==> src/rtl/daserial_fir.sv <==
// Bit-serial distributed-arithmetic 3-tap FIR: one bit plane of the tap
// delay line per clock, LSB first, shift-accumulated into a registered result.
module daserial_fir #(
    parameter int                     W_IN  = 4,
    parameter int                     W_C   = 3,
    parameter logic signed [W_C-1:0]  C0    = 3'sd2,
    parameter logic signed [W_C-1:0]  C1    = 3'sd3,
    parameter logic signed [W_C-1:0]  C2    = 3'sd1,
    parameter int                     W_OUT = W_IN + W_C + 2
) (
    input  logic             clk,
    input  logic             reset,
    input  logic [W_IN-1:0]  x_in,
    input  logic             x_valid,
    output logic             x_ready,
    output logic [W_OUT-1:0] y,
    output logic             y_valid,
    input  logic             y_ready
);

    localparam int KW = (W_IN > 2) ? $clog2(W_IN) : 1;
    localparam logic [KW-1:0] K_LAST = KW'(W_IN - 1);

    localparam logic [1:0] IDLE = 2'd0;
    localparam logic [1:0] CALC = 2'd1;
    localparam logic [1:0] HOLD = 2'd2;

    localparam logic signed [W_OUT-1:0] ZERO = {W_OUT{1'b0}};
    localparam logic signed [W_OUT-1:0] C0E  = {{(W_OUT-W_C){C0[W_C-1]}}, C0};
    localparam logic signed [W_OUT-1:0] C1E  = {{(W_OUT-W_C){C1[W_C-1]}}, C1};
    localparam logic signed [W_OUT-1:0] C2E  = {{(W_OUT-W_C){C2[W_C-1]}}, C2};

    // b[j] is the current bit of tap xj; returns the coefficient sum for that plane
    function automatic logic signed [W_OUT-1:0] da_table(input logic [2:0] b);
        return (b[0] ? C0E : ZERO) + (b[1] ? C1E : ZERO) + (b[2] ? C2E : ZERO);
    endfunction

    logic [1:0]              state_q, state_d;
    logic [W_IN-1:0]         x0_q, x0_d, x1_q, x1_d, x2_q, x2_d;
    logic signed [W_OUT-1:0] acc_q, acc_d;
    logic [KW-1:0]           k_q, k_d;
    logic [W_OUT-1:0]        y_q, y_d;
    logic                    y_valid_q, y_valid_d;
    logic                    x_ready_q, x_ready_d;
    logic signed [W_OUT-1:0] plane_s;

    assign plane_s = da_table({x2_q[k_q], x1_q[k_q], x0_q[k_q]}) <<< k_q;

    // Next-state logic for the IDLE/CALC/HOLD sequencer and datapath
    always_comb begin
        state_d   = state_q;
        x0_d      = x0_q;
        x1_d      = x1_q;
        x2_d      = x2_q;
        acc_d     = acc_q;
        k_d       = k_q;
        y_d       = y_q;
        y_valid_d = y_valid_q;
        case (state_q)
            IDLE: begin
                if (x_valid) begin
                    x2_d    = x1_q;
                    x1_d    = x0_q;
                    x0_d    = x_in;
                    acc_d   = ZERO;
                    k_d     = {KW{1'b0}};
                    state_d = CALC;
                end else begin
                    state_d = IDLE;
                end
            end
            CALC: begin
                // The MSB plane carries negative weight in two's complement
                if (k_q == K_LAST) begin
                    acc_d     = acc_q - plane_s;
                    y_d       = acc_q - plane_s;
                    y_valid_d = 1'b1;
                    state_d   = HOLD;
                end else begin
                    acc_d = acc_q + plane_s;
                    k_d   = k_q + {{(KW-1){1'b0}}, 1'b1};
                end
            end
            HOLD: begin
                if (y_ready) begin
                    y_valid_d = 1'b0;
                    state_d   = IDLE;
                end else begin
                    state_d   = HOLD;
                end
            end
            default: begin
                state_d   = IDLE;
                y_valid_d = 1'b0;
            end
        endcase
        x_ready_d = (state_d == IDLE);
    end

    // State and datapath registers with synchronous reset
    always_ff @(posedge clk) begin
        if (reset) begin
            state_q   <= IDLE;
            x0_q      <= {W_IN{1'b0}};
            x1_q      <= {W_IN{1'b0}};
            x2_q      <= {W_IN{1'b0}};
            acc_q     <= ZERO;
            k_q       <= {KW{1'b0}};
            y_q       <= {W_OUT{1'b0}};
            y_valid_q <= 1'b0;
            x_ready_q <= 1'b1;
        end else begin
            state_q   <= state_d;
            x0_q      <= x0_d;
            x1_q      <= x1_d;
            x2_q      <= x2_d;
            acc_q     <= acc_d;
            k_q       <= k_d;
            y_q       <= y_d;
            y_valid_q <= y_valid_d;
            x_ready_q <= x_ready_d;
        end
    end

    assign y       = y_q;
    assign y_valid = y_valid_q;
    assign x_ready = x_ready_q;

endmodule

==> config.mk <==
export PLATFORM = sky130hd
export DESIGN_NAME = daserial_fir
export DESIGN_NICKNAME = d
export VERILOG_FILES = /design/src/rtl/daserial_fir.sv
export SDC_FILE = /design/constraint.sdc
export NUM_CORES = 1
export LEC_CHECK = 0
export CAP_MARGIN = 10
export CORE_MARGIN = 5
export CORE_UTILIZATION = 54
export CTS_BUF_LIST = sky130_fd_sc_hd__clkbuf_8
export DETAILED_ROUTE_END_ITERATION = 12
export PLACE_DENSITY = 0.82
export SETUP_SLACK_MARGIN = 0.15
export SYNTH_ARGS = -nofsm -noshare
export SYNTH_HDL_FRONTEND = slang
export SYNTH_SLANG_ARGS = --single-unit
==> constraint.sdc <==
create_clock -name clk -period 3.65 [get_ports clk]
set_input_delay 0.365 -clock clk [delete_from_list [all_inputs] [get_ports clk]]
set_output_delay 0.365 -clock clk [all_outputs]
set_load 0.02 [all_outputs]
[After elaboration in Yosys (flattened, before gate mapping)]
Index checks and enable logic that the tools add are counted.
W data, S select, Z words.
Word-level totals
  output and inout port bits: 11
  input port bits: 8
  register bits: 36
  word-level logic and storage cells: 54
Operators by class
  magnitude comparators: 1
  $add $sub $neg: 5
  reductions and logical operators: 8
  shifts and indexed selects: 1
  bitwise operators: 1
  eq/ne operators: 7
  multiplexer cells: 22
Operators with widths (count)
  $mux W9: 2
  $pmux W9 S2: 1
  $mux W2: 6
  $add A9 B9 Y9: 1
  $sshl A5 B2 Y9: 1
  $sub A9 B9 Y9: 1
  $ne A2 B2 Y1 const B: 4
  $mux W1: 7
  $bmux W1 S2: 3
  $pmux W2 S3: 1
  $reduce_and A2 Y1: 3
  $reduce_and A3 Y1: 2
  $add A3 B1 Y4: 1
  $eq A2 B2 Y1 const B: 2
  $logic_not A2 Y1: 2
  $pmux W2 S2: 1
  $add A2 B2 Y3: 1
  $lt A2 B3 Y1 const B: 1
  $pmux W1 S3: 1
  $add A2 B1 Y2 const B: 1
  $eq A2 B1 Y1 const B: 1
  $reduce_bool A2 Y1: 1
  $not A1 Y1: 1

[Depth between registers and ports, before layout]
Gate-level depths: netlist of run 1.
  depth after elaboration: 9
  gate-level depth with buffers: 14

[Least setup slack after synthesis of run 1]
Ideal clock, no wire load.
  path type: reg-to-reg
  start point: reg k_q[1]
  end point: reg acc_q[8]
  stages on the path, launching flop included: 13
  period minus slack after synthesis: 3.654 ns
  buffers on the path: 1
  data arrival time: 3.522 ns
  path slack: -0.004 ns
  data required time: 3.517 ns
  cell sequence: dfxtp_1 > clkbuf_1 > mux4_2 > ha_1 > fa_1 > mux2i_1 > or2_2 > fa_1 > nor2b_1 > o21a_4 > a2111oi_4 > o221a_2 > a211oi_2
On the way
  word-level cells in the longest chain between the ends: 9
  elaborated cells between the ends (all ways): 17
Ends and longest elaborated chain
  from (decl): line 41  | logic [KW-1:0] k_q, k_d;
  from (signal assigned): line 108  | k_q <= {KW{1'b0}};
  from (signal assigned): line 118  | k_q <= k_d;
  $bmux W1 S2: line 47  | assign plane_s = da_table({x2_q[k_q], x1_q[k_q], x0_q[k_q]}) <<< k_q;
  $mux W1 (implied by the code): line 47
  $mux W2: line 35  | return (b[0] ? C0E : ZERO) + (b[1] ? C1E : ZERO) + (b[2] ? C2E : ZERO);
  $add A2 B2 Y3: line 35
  $add A3 B1 Y4: line 35
  $sshl A5 B2 Y9: line 47
  $add A9 B9 Y9 / $sub A9 B9 Y9 (equally long branches): line 80, 75
  $mux W9 *: line 74  | if (k_q == K_LAST) begin
  $pmux W9 S2 *: line 59  | case (state_q)
  to (signal assigned): line 107  | acc_q <= ZERO;
  to (signal assigned): line 117  | acc_q <= acc_d;
  to (decl): line 40  | logic signed [W_OUT-1:0] acc_q, acc_d;
Every way passes the cells marked *; elsewhere a longest branch is shown, timed or not. The select of a mux whose other input is x is not followed.
A chain may end at the register's enable or synchronous reset.

[Final worst setup path of run 1]
  start point: reg k_q[0]
  end point: reg acc_q[5]
The elaborated chain is that of the path after synthesis.

==> results.py, run 1 <==
metrics = {
    "run_status": {
        "status": "complete, no violations",
    },
    "worst_hold_path": {
        "holdPathStages": 2,
        "hp-start": "y[6]$_SDFFE_PP0P_",
        "hold_end": "y[6]$_SDFFE_PP0P_",
        "hold_path.class": "reg2reg",
    },
    "setup_path": {
        "path_buf_inv": 0,
        "worstRegToRegCells": 11,
        "crit_chain": "mux4_2 -> ha_4 -> fa_2 -> mux2i_1 -> or2_4 -> ha_4 -> or3b_4 -> a31oi_4 -> mux2_4 -> nor2_4 -> a31oi_1",
        "worst-setup-path-type": "reg2reg",
        "crit_family": "adder cells",
        "arrival_ns": 3.63,
        "worst_setup_path_end_kind": "flip-flop",
        "crit_slowest_cell": "fa_2",
        "r2r_slack_ns": 0.18,
        "timing.critical_path.mode_cell": "ha_4",
        "timing.rr.end": "acc_q[5]$_SDFFE_PP0P_",
        "crit_required_ns": 3.81,
        "cpPeakStageDelay_ns": 0.56,
        "cp_max_fo": 4,
        "r2r_start": "k_q[0]$_SDFFE_PP0P_",
        "cp-start-kind": "flip-flop",
    },
    "clock_network": {
        "cts.reportedPaths.clkPinSlew_ns": 0.08,
        "htreeDepth": 2,
        "cts_tree": "yes",
        "root_buffer": "clkbuf_8",
        "cts.sinks": 36,
        "hold_buffers": 0,
        "insertion_delay_ns": 0.30,
        "cts_inserted_buffers": 5,
        "cts_buffer_depth": 2,
    },
    "power": {
        "p_leak_nw": 1.03,
        "ir_drop_mv": 0.268,
        "power_density_mw_per_mm2": 371,
    },
    "timing": {
        "fmax_mhz": 288,
        "hold_slack_ns": 0.456,
        "worstMarginPinSlew_ns": 0.956,
        "setup_slack_ns": 0.180,
        "relSlewSlack_pct": 36.0,
        "skew_ns": 0.0115,
        "hold_viol_final": 0,
        "final-max-slew-violation-count": 0,
        "setup_viol": 0,
        "fin_crit_ns": 3.47,
        "rsz0062_at_grt": "yes",
        "min_period_over_period_pct": 95.1,
    },
    "logic_synthesis": {
        "yosys.area.top_type": "dfxtp_1",
        "synth_edf_count": 0,
        "seq_area_frac_synth_pct": 32.6,
        "yosysTopAreaCellShare_pct": 32.6,
        "syn_inst": 266,
        "ys.flop_type": "dfxtp_1",
        "synth.distinct_cells": 52,
        "synth-seq-cells": 36,
        "synth_area_leaders": "dfxtp_1 (33%), ha_1 (7.9%), nand2_1 (6.8%), a21oi_1 (6.3%), nor2_1 (4.6%)",
        "synth_warnings": 0,
        "syn-cell-area_mm2": 0.00221,
        "synth_nets": 291,
        "synthArstFlopShare_pct": 0,
        "syn_area_per_cell_um2": 8.30,
    },
    "layout": {
        "nets": 314,
        "fillers": 304,
        "final_cell_mix": "nand2_1 (40), dfxtp_1 (35), nor2_1 (26), a21oi_1 (26), clkdlybuf4s50_1 (18)",
        "diodes": 0,
        "drive_gt1_share_pct": 22.1,
        "area_growth_pct": 25.6,
        "finalNonFillerCells": 340,
        "mostFrequentLayoutCell": "nand2_1",
    },
    "die": {
        "die-area_mm2": 0.00547,
        "rows": 23,
        "start_util_pct": 55.6,
        "die_h_um": 74.0,
        "die_width_um": 74.0,
        "ios": 19,
        "core-area_mm2": 0.00397,
    },
    "grt": {
        "grt_pass1_wl_um": 8590,
        "grt_max_degree": 23,
        "antenna_found_initial": 0,
        "grt_usage_pct": 20.0,
        "grt-ovfl-total": 0,
        "grt_pass1_vias": 1904,
    },
    "job": {
        "maxCapViolCount": 0,
    },
    "detailed_routing": {
        "first_iter_violations": 169,
        "post_drt_wl_per_cell_um": 15.8,
        "routed_wl_um": 5390,
        "ant_nets": 0,
        "drt_first_pass_iters": 6,
        "dr_total_vias": 1982,
        "viasPerCell": 5.83,
        "drc": 0,
    },
    "placement": {
        "port-buffer-count": 18,
        "post-place-ws_ns": -0.0153,
        "place_hpwl_um": 3690,
        "dp.cells": 325,
        "place.gp.congestion": 0.884,
    },
}
[layout make-up]
type	instances	area (um2)	area share, %
flip-flops and latches	36	724	26.1
clock inverters	3	38.8	1.40
well taps	50	62.6	2.26
repair buffers	32	285	10.3
clock buffers	5	68.8	2.48
multi-input cells	199	1540	55.4
inverters	15	56.3	2.03
[cell families after synthesis]
family | after synthesis | share of synthesized area [%]
and+or+nand+nor | 99 | 20.9
AOI/OAI and AO/OA | 68 | 21.8
DFF | 36 | 32.6
buffers and inverters | 31 | 5.72
adders and majority gates | 17 | 10.7
muxes | 9 | 5.95
xor gates and xnor gates | 6 | 2.38
[metal layers]
| metal | vias up | part of all wire, % | track usage [%] |
|---|---|---|---|
| li1 | 975 | - | - |
| met1 | 941 | 45 | 24.5 |
| met2 | 54 | 49 | 34.3 |
| met3 | 12 | 4.3 | 4.46 |
| met4 | 0 | 2.0 | 7.85 |
| met5 | - | 0 | 0 |
[synth_stat cells, types with 3 or more instances]
| cell type | count |
|---|---|
| mux4_2 | 3 |
| nand3b_1 | 3 |
| nor2_1 | 27 |
| a21oi_1 | 28 |
| nand2_1 | 40 |
| o21ai_0 | 6 |
| or2_2 | 3 |
| mux2i_1 | 3 |
| clkbuf_1 | 9 |
| xnor2_1 | 4 |
| buf_2 | 5 |
| a31oi_1 | 5 |
| nor3_1 | 3 |
| nand3_1 | 4 |
| nand2b_1 | 6 |
| fa_1 | 3 |
| dfxtp_1 | 36 |
| inv_1 | 15 |
| a211oi_1 | 6 |
| ha_1 | 14 |
[sequential cells by signal, indices dropped and copies added, names as in the netlist]
register / cells
k_q: 2
state_q: 2
y_valid: 1
acc_q: 9
x2_q: 4
x_ready: 1
x1_q: 4
x0_q: 4
y: 9
[report_power, final]
| group | internal [mW] | total (mW) | switching [mW] |
|---|---|---|---|
| Clock | 0.200 | 0.350 | 0.150 |
| Combinational | 0.126 | 0.261 | 0.135 |
| Sequential | 0.405 | 0.419 | 0.0132 |
| Total | 0.732 | 1.03 | 0.298 |
[stage by stage]
stage / util (%) / setup TNS, ns / power (mW) / area (um2)
2_1_floorplan: - / 0 / 0.582 / 2230
3_3_place_gp: 61.8 / 0 / 0.629 / 2450
3_5_place_dp: 61.8 / -0.0153 / 0.638 / 2450
4_1_cts: 66.6 / 0 / 1.01 / 2640
5_1_grt: 69.8 / 0 / 1.07 / 2770
6_report: 69.8 / 0 / 1.03 / 2770
[how the worst max path moves through the flow]
| stage | from | to | slack (ns) | depth (start not counted) |
|---|---|---|---|---|
| after detailed placement | k_q[0]$_SDFFE_PP0P_ | acc_q[5]$_SDFFE_PP0P_ | -0.02 | 12 |
| after global routing | k_q[0]$_SDFFE_PP0P_ | acc_q[5]$_SDFFE_PP0P_ | 0.08 | 12 |
| after floorplan | k_q[0]$_SDFFE_PP0P_ | acc_q[8]$_SDFFE_PP0P_ | 0.16 | 11 |
| final | k_q[0]$_SDFFE_PP0P_ | acc_q[5]$_SDFFE_PP0P_ | 0.18 | 11 |
| after CTS | k_q[0]$_SDFFE_PP0P_ | acc_q[5]$_SDFFE_PP0P_ | 0.14 | 12 |
| after global placement | k_q[0]$_SDFFE_PP0P_ | acc_q[5]$_SDFFE_PP0P_ | 0.07 | 11 |
[worst register-to-register path, cell delays in order (launching register included)]
cell and delay [ns]:
dfxtp_4 0.37, mux4_2 0.55, ha_4 0.19, fa_2 0.56
mux2i_1 0.07, or2_4 0.26, ha_4 0.27, or3b_4 0.39
a31oi_4 0.18, mux2_4 0.33, nor2_4 0.09, a31oi_1 0.09
[repair_timing]
| item | 4_1_cts | 5_1_grt |
|---|---|---|
| resized for setup | 12 | 22 |
| endpoints found under the setup margin | 9 | 11 |
| pin swaps | 4 | 22 |
| setup buffers | 6 | 1 |
| endpoints found under the hold margin | 0 | 0 |
Power figures use the tool's default switching activity.
==> inputs of run 2 (changes only) <==
- ABC_AREA: not set -> 1
==> run 2 against run 1 <==
Maximum frequency up 6.1%. Sequential share of layout area increased by 1.1 points. Sequential cell count unchanged. Critical path depth rose by 8. Design area shrank 4.0%. Largest cell class unchanged.
==> results.py, run 2 <==
metrics = {
    "grt": {
        "antenna_found_initial": 0,
        "grt_usage_pct": 21.1,
        "grt-ovfl-total": 0,
        "grt_pass1_wl_um": 9230,
        "grt_pass1_vias": 2104,
        "grt_max_degree": 24,
    },
    "worst_hold_path": {
        "hp-start": "y[1]$_SDFFE_PP0P_",
        "hold_path.class": "reg2reg",
    },
    "detailed_routing": {
        "first_iter_violations": 209,
        "routed_wl_um": 5430,
        "drt_first_pass_iters": 4,
        "viasPerCell": 5.39,
        "drc": 0,
        "ant_nets": 0,
        "post_drt_wl_per_cell_um": 13.2,
        "dr_total_vias": 2220,
    },
    "layout": {
        "finalNonFillerCells": 412,
        "diodes": 0,
        "final_cell_mix": "nand2_1 (81), nor2_1 (49), inv_1 (39)",
        "nets": 386,
        "drive_gt1_share_pct": 12.2,
        "area_growth_pct": 15.1,
        "mostFrequentLayoutCell": "nand2_1",
        "final_core_util_pct": 65.2,
    },
    "logic_synthesis": {
        "synth_nets": 367,
        "synth.distinct_cells": 34,
        "post-synth-top-count-cell": "nand2_1",
        "seq_area_frac_synth_pct": 31.2,
        "ys.flop_type": "dfxtp_1",
        "synth_top_family_by_area": "simple AND/OR/NAND/NOR gates",
        "yosys.area.top_type": "dfxtp_1",
        "synthAdderAreaFrac_pct": 10.2,
        "synth-seq-cells": 36,
        "synthArstFlopShare_pct": 0,
        "synth_edf_count": 0,
        "yosysTopAreaCellShare_pct": 31.2,
        "synth_warnings": 0,
        "synthTopCellsByCount": "nand2_1 (82), nor2_1 (51), inv_1 (41), dfxtp_1 (36), nand3_1 (32)",
        "synth_compound_area_share_pct": 12.0,
        "synth_mux_area_share_pct": 0,
        "syn-cell-area_mm2": 0.00231,
        "synth_simple_gate_area_share_pct": 35.4,
        "synth-xor-area-share_pct": 0.757,
        "synth_area_leaders": "dfxtp_1 (31%), nand2_1 (13%), nor2_1 (8.3%), ha_1 (7.6%), nand3_1 (6.9%)",
        "syn_area_per_cell_um2": 6.76,
        "syn_inst": 342,
    },
    "timing": {
        "relSlewSlack_pct": 55.3,
        "hold_slack_ns": 0.460,
        "worstMarginPinSlew_ns": 0.669,
        "min_period_over_period_pct": 89.6,
        "skew_ns": 0.00364,
        "rsz0062_at_grt": "no",
        "finalSetupTns_ns": 0,
        "final-max-slew-violation-count": 0,
        "hold_viol_final": 0,
        "fmax_mhz": 306,
        "setup_viol": 0,
        "fin_crit_ns": 3.27,
    },
    "setup_path": {
        "worst_setup_path_end_kind": "flip-flop",
        "r2r_start": "k_q[0]$_SDFFE_PP0P_",
        "cp-start-kind": "flip-flop",
        "cpPeakStageDelay_ns": 0.49,
        "timing.critical_path.mode_cell": "inv_1",
        "path_buf_inv": 5,
        "arrival_ns": 3.45,
        "worst-setup-path-type": "reg2reg",
        "crit_required_ns": 3.83,
        "crit_slowest_cell": "fa_1",
        "crit_family": "adder cells",
        "crit_chain": "buf_4 -> o21ai_1 -> o22ai_2 -> ha_1 -> fa_1 -> inv_1 -> o21ai_0 -> inv_1 -> nor2_4 -> inv_1 -> fa_1 -> nand2_1 -> nand2_2 -> nand3b_4 -> nand2_1 -> nand2_1 -> nand3_1 -> o211ai_1 -> inv_1",
        "cp_max_fo": 10,
        "critPathLaunch": "k_q[0]$_SDFFE_PP0P_",
    },
    "run_status": {
        "status": "complete, no violations",
    },
    "job": {
        "maxCapViolCount": 0,
    },
    "clock_network": {
        "hold_buffers": 0,
        "cts_inserted_buffers": 5,
        "insertion_delay_ns": 0.29,
        "cts_buffer_depth": 2,
        "cts.sinks": 36,
        "cts.reportedPaths.clkPinSlew_ns": 0.07,
        "htreeDepth": 2,
        "root_buffer": "clkbuf_8",
        "cts_tree": "yes",
    },
    "power": {
        "clkPwrFrac_pct": 31.2,
        "switching_power_mw": 0.391,
        "p_sw_share_pct": 34.5,
        "p_int_mw": 0.744,
        "power_density_mw_per_mm2": 426,
        "ir_drop_mv": 0.316,
        "p_leak_nw": 1.29,
        "p_comb_share_pct": 31.1,
        "seqPwrFrac_pct": 37.7,
    },
    "placement": {
        "port-buffer-count": 18,
        "place.gp.congestion": 0.944,
        "place_hpwl_um": 3970,
        "dp.cells": 401,
    },
    "die": {
        "die_width_um": 75.5,
        "ios": 19,
        "rows": 23,
        "die-area_mm2": 0.00569,
        "start_util_pct": 56.6,
        "core-area_mm2": 0.00409,
        "die_h_um": 75.5,
    },
}
==> run 2: cells by family after synthesis <==
group,after synthesis
xor gates and xnor gates,2
buffers and inverters,58
adders and majority gates,17
DFF,36
AOI/OAI and AO/OA,48
and+or+nand+nor,181
==> run 2: metal layers <==
metal  global-route usage (%)  vias up  routed length [um]
li1                         -     1122                   -
met1                     28.5     1005                2480
met2                     33.7       84                2480
met3                     4.09        9                 389
met4                     7.57        0                  82
met5                        0        -                   0
==> run 2: final timing paths <==
kind,to,cells past startpoint,slack (ns)
min reg2reg,y[1]$_SDFFE_PP0P_,2,0.46
max reg2reg,y[6]$_SDFFE_PP0P_,19,0.38
min,y[1]$_SDFFE_PP0P_,2,0.46
max,y[6]$_SDFFE_PP0P_,19,0.38
==> run 2: power groups by stage <==
stage | clock, mW | sequential, mW | combinational (mW)
2_1_floorplan | 0 | 0.433 | 0.262
3_3_place_gp | 0 | 0.436 | 0.319
3_5_place_dp | 0 | 0.436 | 0.332
4_1_cts | 0.359 | 0.427 | 0.334
5_1_grt | 0.377 | 0.430 | 0.399
6_report | 0.354 | 0.428 | 0.353
==> run 2: worst reg2reg max path: stages (launching register included) <==
cell and delay, ns:
dfxtp_2 0.34, buf_4 0.17, o21ai_1 0.20, o22ai_2 0.12
ha_1 0.22, fa_1 0.49, inv_1 0.05, o21ai_0 0.14
inv_1 0.11, nor2_4 0.13, inv_1 0.09, fa_1 0.42
nand2_1 0.12, nand2_2 0.09, nand3b_4 0.10, nand2_1 0.05
nand2_1 0.07, nand3_1 0.08, o211ai_1 0.11, inv_1 0.06
==> run 2: timing repair <==
| action | in CTS | in global routing |
|---|---|---|
| endpoints found under the setup margin | 0 | 14 |
| setup buffers | 0 | 3 |
| resized for setup | 0 | 14 |
==> run 2: final cells by class <==
class                      instances  area, um2
multi-input combinational        248       1370
timing repair buffer              22        210
fill                             374       1420
clock buffer                       5       68.8
clock inverter                     3       42.5
inverter                          48        184
tap                               50       62.6
sequential                        36        726
==> run 2: metrics by stage <==
| step | setup WS [ns] | area [um2] | power [mW] |
|---|---|---|---|
| after CTS | 0.176 | 2610 | 1.12 |
| after floorplan | 0.475 | 2310 | 0.695 |
| after global placement | 0.356 | 2500 | 0.754 |
| final | 0.381 | 2660 | 1.14 |
| after detailed placement | 0.216 | 2500 | 0.769 |
| after global routing | 0.0519 | 2660 | 1.21 |
==> inputs of run 3 (changes only) <==
- CTS_BUF_LIST: sky130_fd_sc_hd__clkbuf_8 -> sky130_fd_sc_hd__clkbuf_4
==> run 3 against run 2 <==
Core utilization decreased by 1.6 points. Via count is 0.54% lower. Critical path depth fell by 1. Worst hold slack better by 0.0060 ns. Design area shrank 2.4%. Sequential share of layout area up 0.67 points. Critical endpoint unchanged. Largest cell class unchanged.
==> results.py, run 3 (synthesized netlist as in run 2, its figures left out) <==
metrics = {
    "clock_network": {
        "root_buffer": "clkbuf_4",
        "cts.sinks": 36,
        "cts_tree": "yes",
        "insertion_delay_ns": 0.35,
        "hold_buffers": 0,
        "cts.reportedPaths.clkPinSlew_ns": 0.11,
        "cts_buffer_depth": 2,
        "htreeDepth": 2,
        "cts_inserted_buffers": 5,
    },
    "placement": {
        "place.gp.congestion": 0.944,
        "port-buffer-count": 18,
        "dpl_cell_area_mm2": 0.00250,
        "place_hpwl_um": 3970,
    },
    "detailed_routing": {
        "drt_first_pass_iters": 5,
        "routed_wl_um": 5370,
        "viasPerCell": 5.40,
        "dr_total_vias": 2208,
        "post_drt_wl_per_cell_um": 13.1,
        "ant_nets": 0,
        "first_iter_violations": 275,
        "drc": 0,
    },
    "setup_path": {
        "cp-start-kind": "flip-flop",
        "cpPeakStageDelay_ns": 0.48,
        "cp_max_fo": 10,
        "r2r_slack_ns": 0.40,
        "crit_chain": "buf_4 -> o21ai_0 -> o22ai_1 -> ha_1 -> fa_1 -> inv_1 -> o21ai_0 -> inv_1 -> o21ai_0 -> ha_1 -> inv_1 -> nand2_1 -> nand2_2 -> nand3b_4 -> nand3_1 -> nand3_1 -> o211ai_1 -> inv_1",
        "worst-setup-path-type": "reg2reg",
        "crit_required_ns": 3.89,
        "timing.critical_path.mode_cell": "inv_1",
        "worst_setup_path_end_kind": "flip-flop",
        "crit_slowest_cell": "fa_1",
        "arrival_ns": 3.49,
    },
    "timing": {
        "setup_viol": 0,
        "fin_crit_ns": 3.25,
        "relSlewSlack_pct": 56.8,
        "fmax_mhz": 308,
        "skew_ns": 0.0110,
        "final-max-slew-violation-count": 0,
        "hold_slack_ns": 0.466,
        "worstMarginPinSlew_ns": 0.648,
        "finalSetupTns_ns": 0,
        "hold_viol_final": 0,
        "min_period_over_period_pct": 89.0,
        "rsz0062_at_grt": "yes",
    },
    "die": {
        "die-area_mm2": 0.00569,
        "ios": 19,
        "die_h_um": 75.5,
        "rows": 23,
        "die_width_um": 75.5,
        "start_util_pct": 56.6,
        "core-area_mm2": 0.00409,
    },
    "layout": {
        "area_growth_pct": 12.4,
        "final_core_util_pct": 63.6,
        "diodes": 0,
        "mostFrequentLayoutCell": "nand2_1",
        "final_cell_mix": "nand2_1 (81), nor2_1 (49), inv_1 (40)",
        "drive_gt1_share_pct": 10.9,
        "postLayoutCellArea_mm2": 0.00260,
        "nets": 383,
    },
    "worst_hold_path": {
        "hold_path.class": "reg2reg",
    },
    "power": {
        "power_mw": 1.06,
        "ir_drop_mv": 0.287,
        "p_leak_nw": 1.26,
        "power_density_mw_per_mm2": 408,
    },
    "grt": {
        "grt_usage_pct": 21.2,
        "antenna_found_initial": 0,
        "grt_max_degree": 24,
        "grt_pass1_vias": 2103,
        "grt_pass1_wl_um": 9240,
        "grt-ovfl-total": 0,
    },
    "run_status": {
        "status": "complete, no violations",
    },
    "job": {
        "maxCapViolCount": 0,
    },
}
## run 3: power by group
group / internal (mW) / leakage [nW] / switching [mW]
clock network: 0.143 / 0.0412 / 0.144
logic: 0.127 / 0.922 / 0.219
registers: 0.412 / 0.295 / 0.0167
total: 0.682 / 1.26 / 0.379
## run 3: stage by stage
step                      cells  setup slack, ns
after floorplan             342            0.475
after global placement      401            0.356
after detailed placement    401            0.216
after CTS                   409            0.194
after global routing        409           0.0927
final                       409            0.402
## run 3: path summary, 6_finish.rpt
kind,from,endpoint,cells after the start
setup / recovery,k_q[0]$_SDFFE_PP0P_,y[6]$_SDFFE_PP0P_,18
hold / removal,y[1]$_SDFFE_PP0P_,y[1]$_SDFFE_PP0P_,2
setup reg to reg,k_q[0]$_SDFFE_PP0P_,y[6]$_SDFFE_PP0P_,18
hold reg to reg,y[1]$_SDFFE_PP0P_,y[1]$_SDFFE_PP0P_,2
## run 3: cell type report
cell class                      count  area, um2
Timing Repair Buffer               19        188
Sequential cell                    36        726
Clock inverter                      3       42.5
Multi-Input combinational cell    248       1360
Tap cell                           50       62.6
Fill cell                         388       1490
Inverter                           48        180
Clock buffer                        5       37.5
## run 3: routing by layer
| layer | GRT usage (%) | share of wire (%) | routed length (um) | vias to the layer above |
|---|---|---|---|---|
| met1 | 28.0 | 44 | 2380 | 982 |
| met4 | 7.96 | 1.9 | 102 | 0 |
| met5 | 0 | 0 | 0 | - |
| met3 | 5.01 | 8.3 | 447 | 14 |
| met2 | 33.7 | 45 | 2440 | 100 |
| li1 | - | - | - | 1112 |
## run 3: repair_timing
action,CTS,global route
gates resized for setup,0,10
setup buffers,0,0
endpoints found under the hold margin,0,0
setup endpoints to repair,0,14
## run 3: worst max-delay path: cells and delay by family (launching register included)
family	cells	cell delay (ns)
compound gates	5	0.78
flops	1	0.35
buf+inv	5	0.47
fa+ha+maj	3	1.04
simple gates	5	0.49
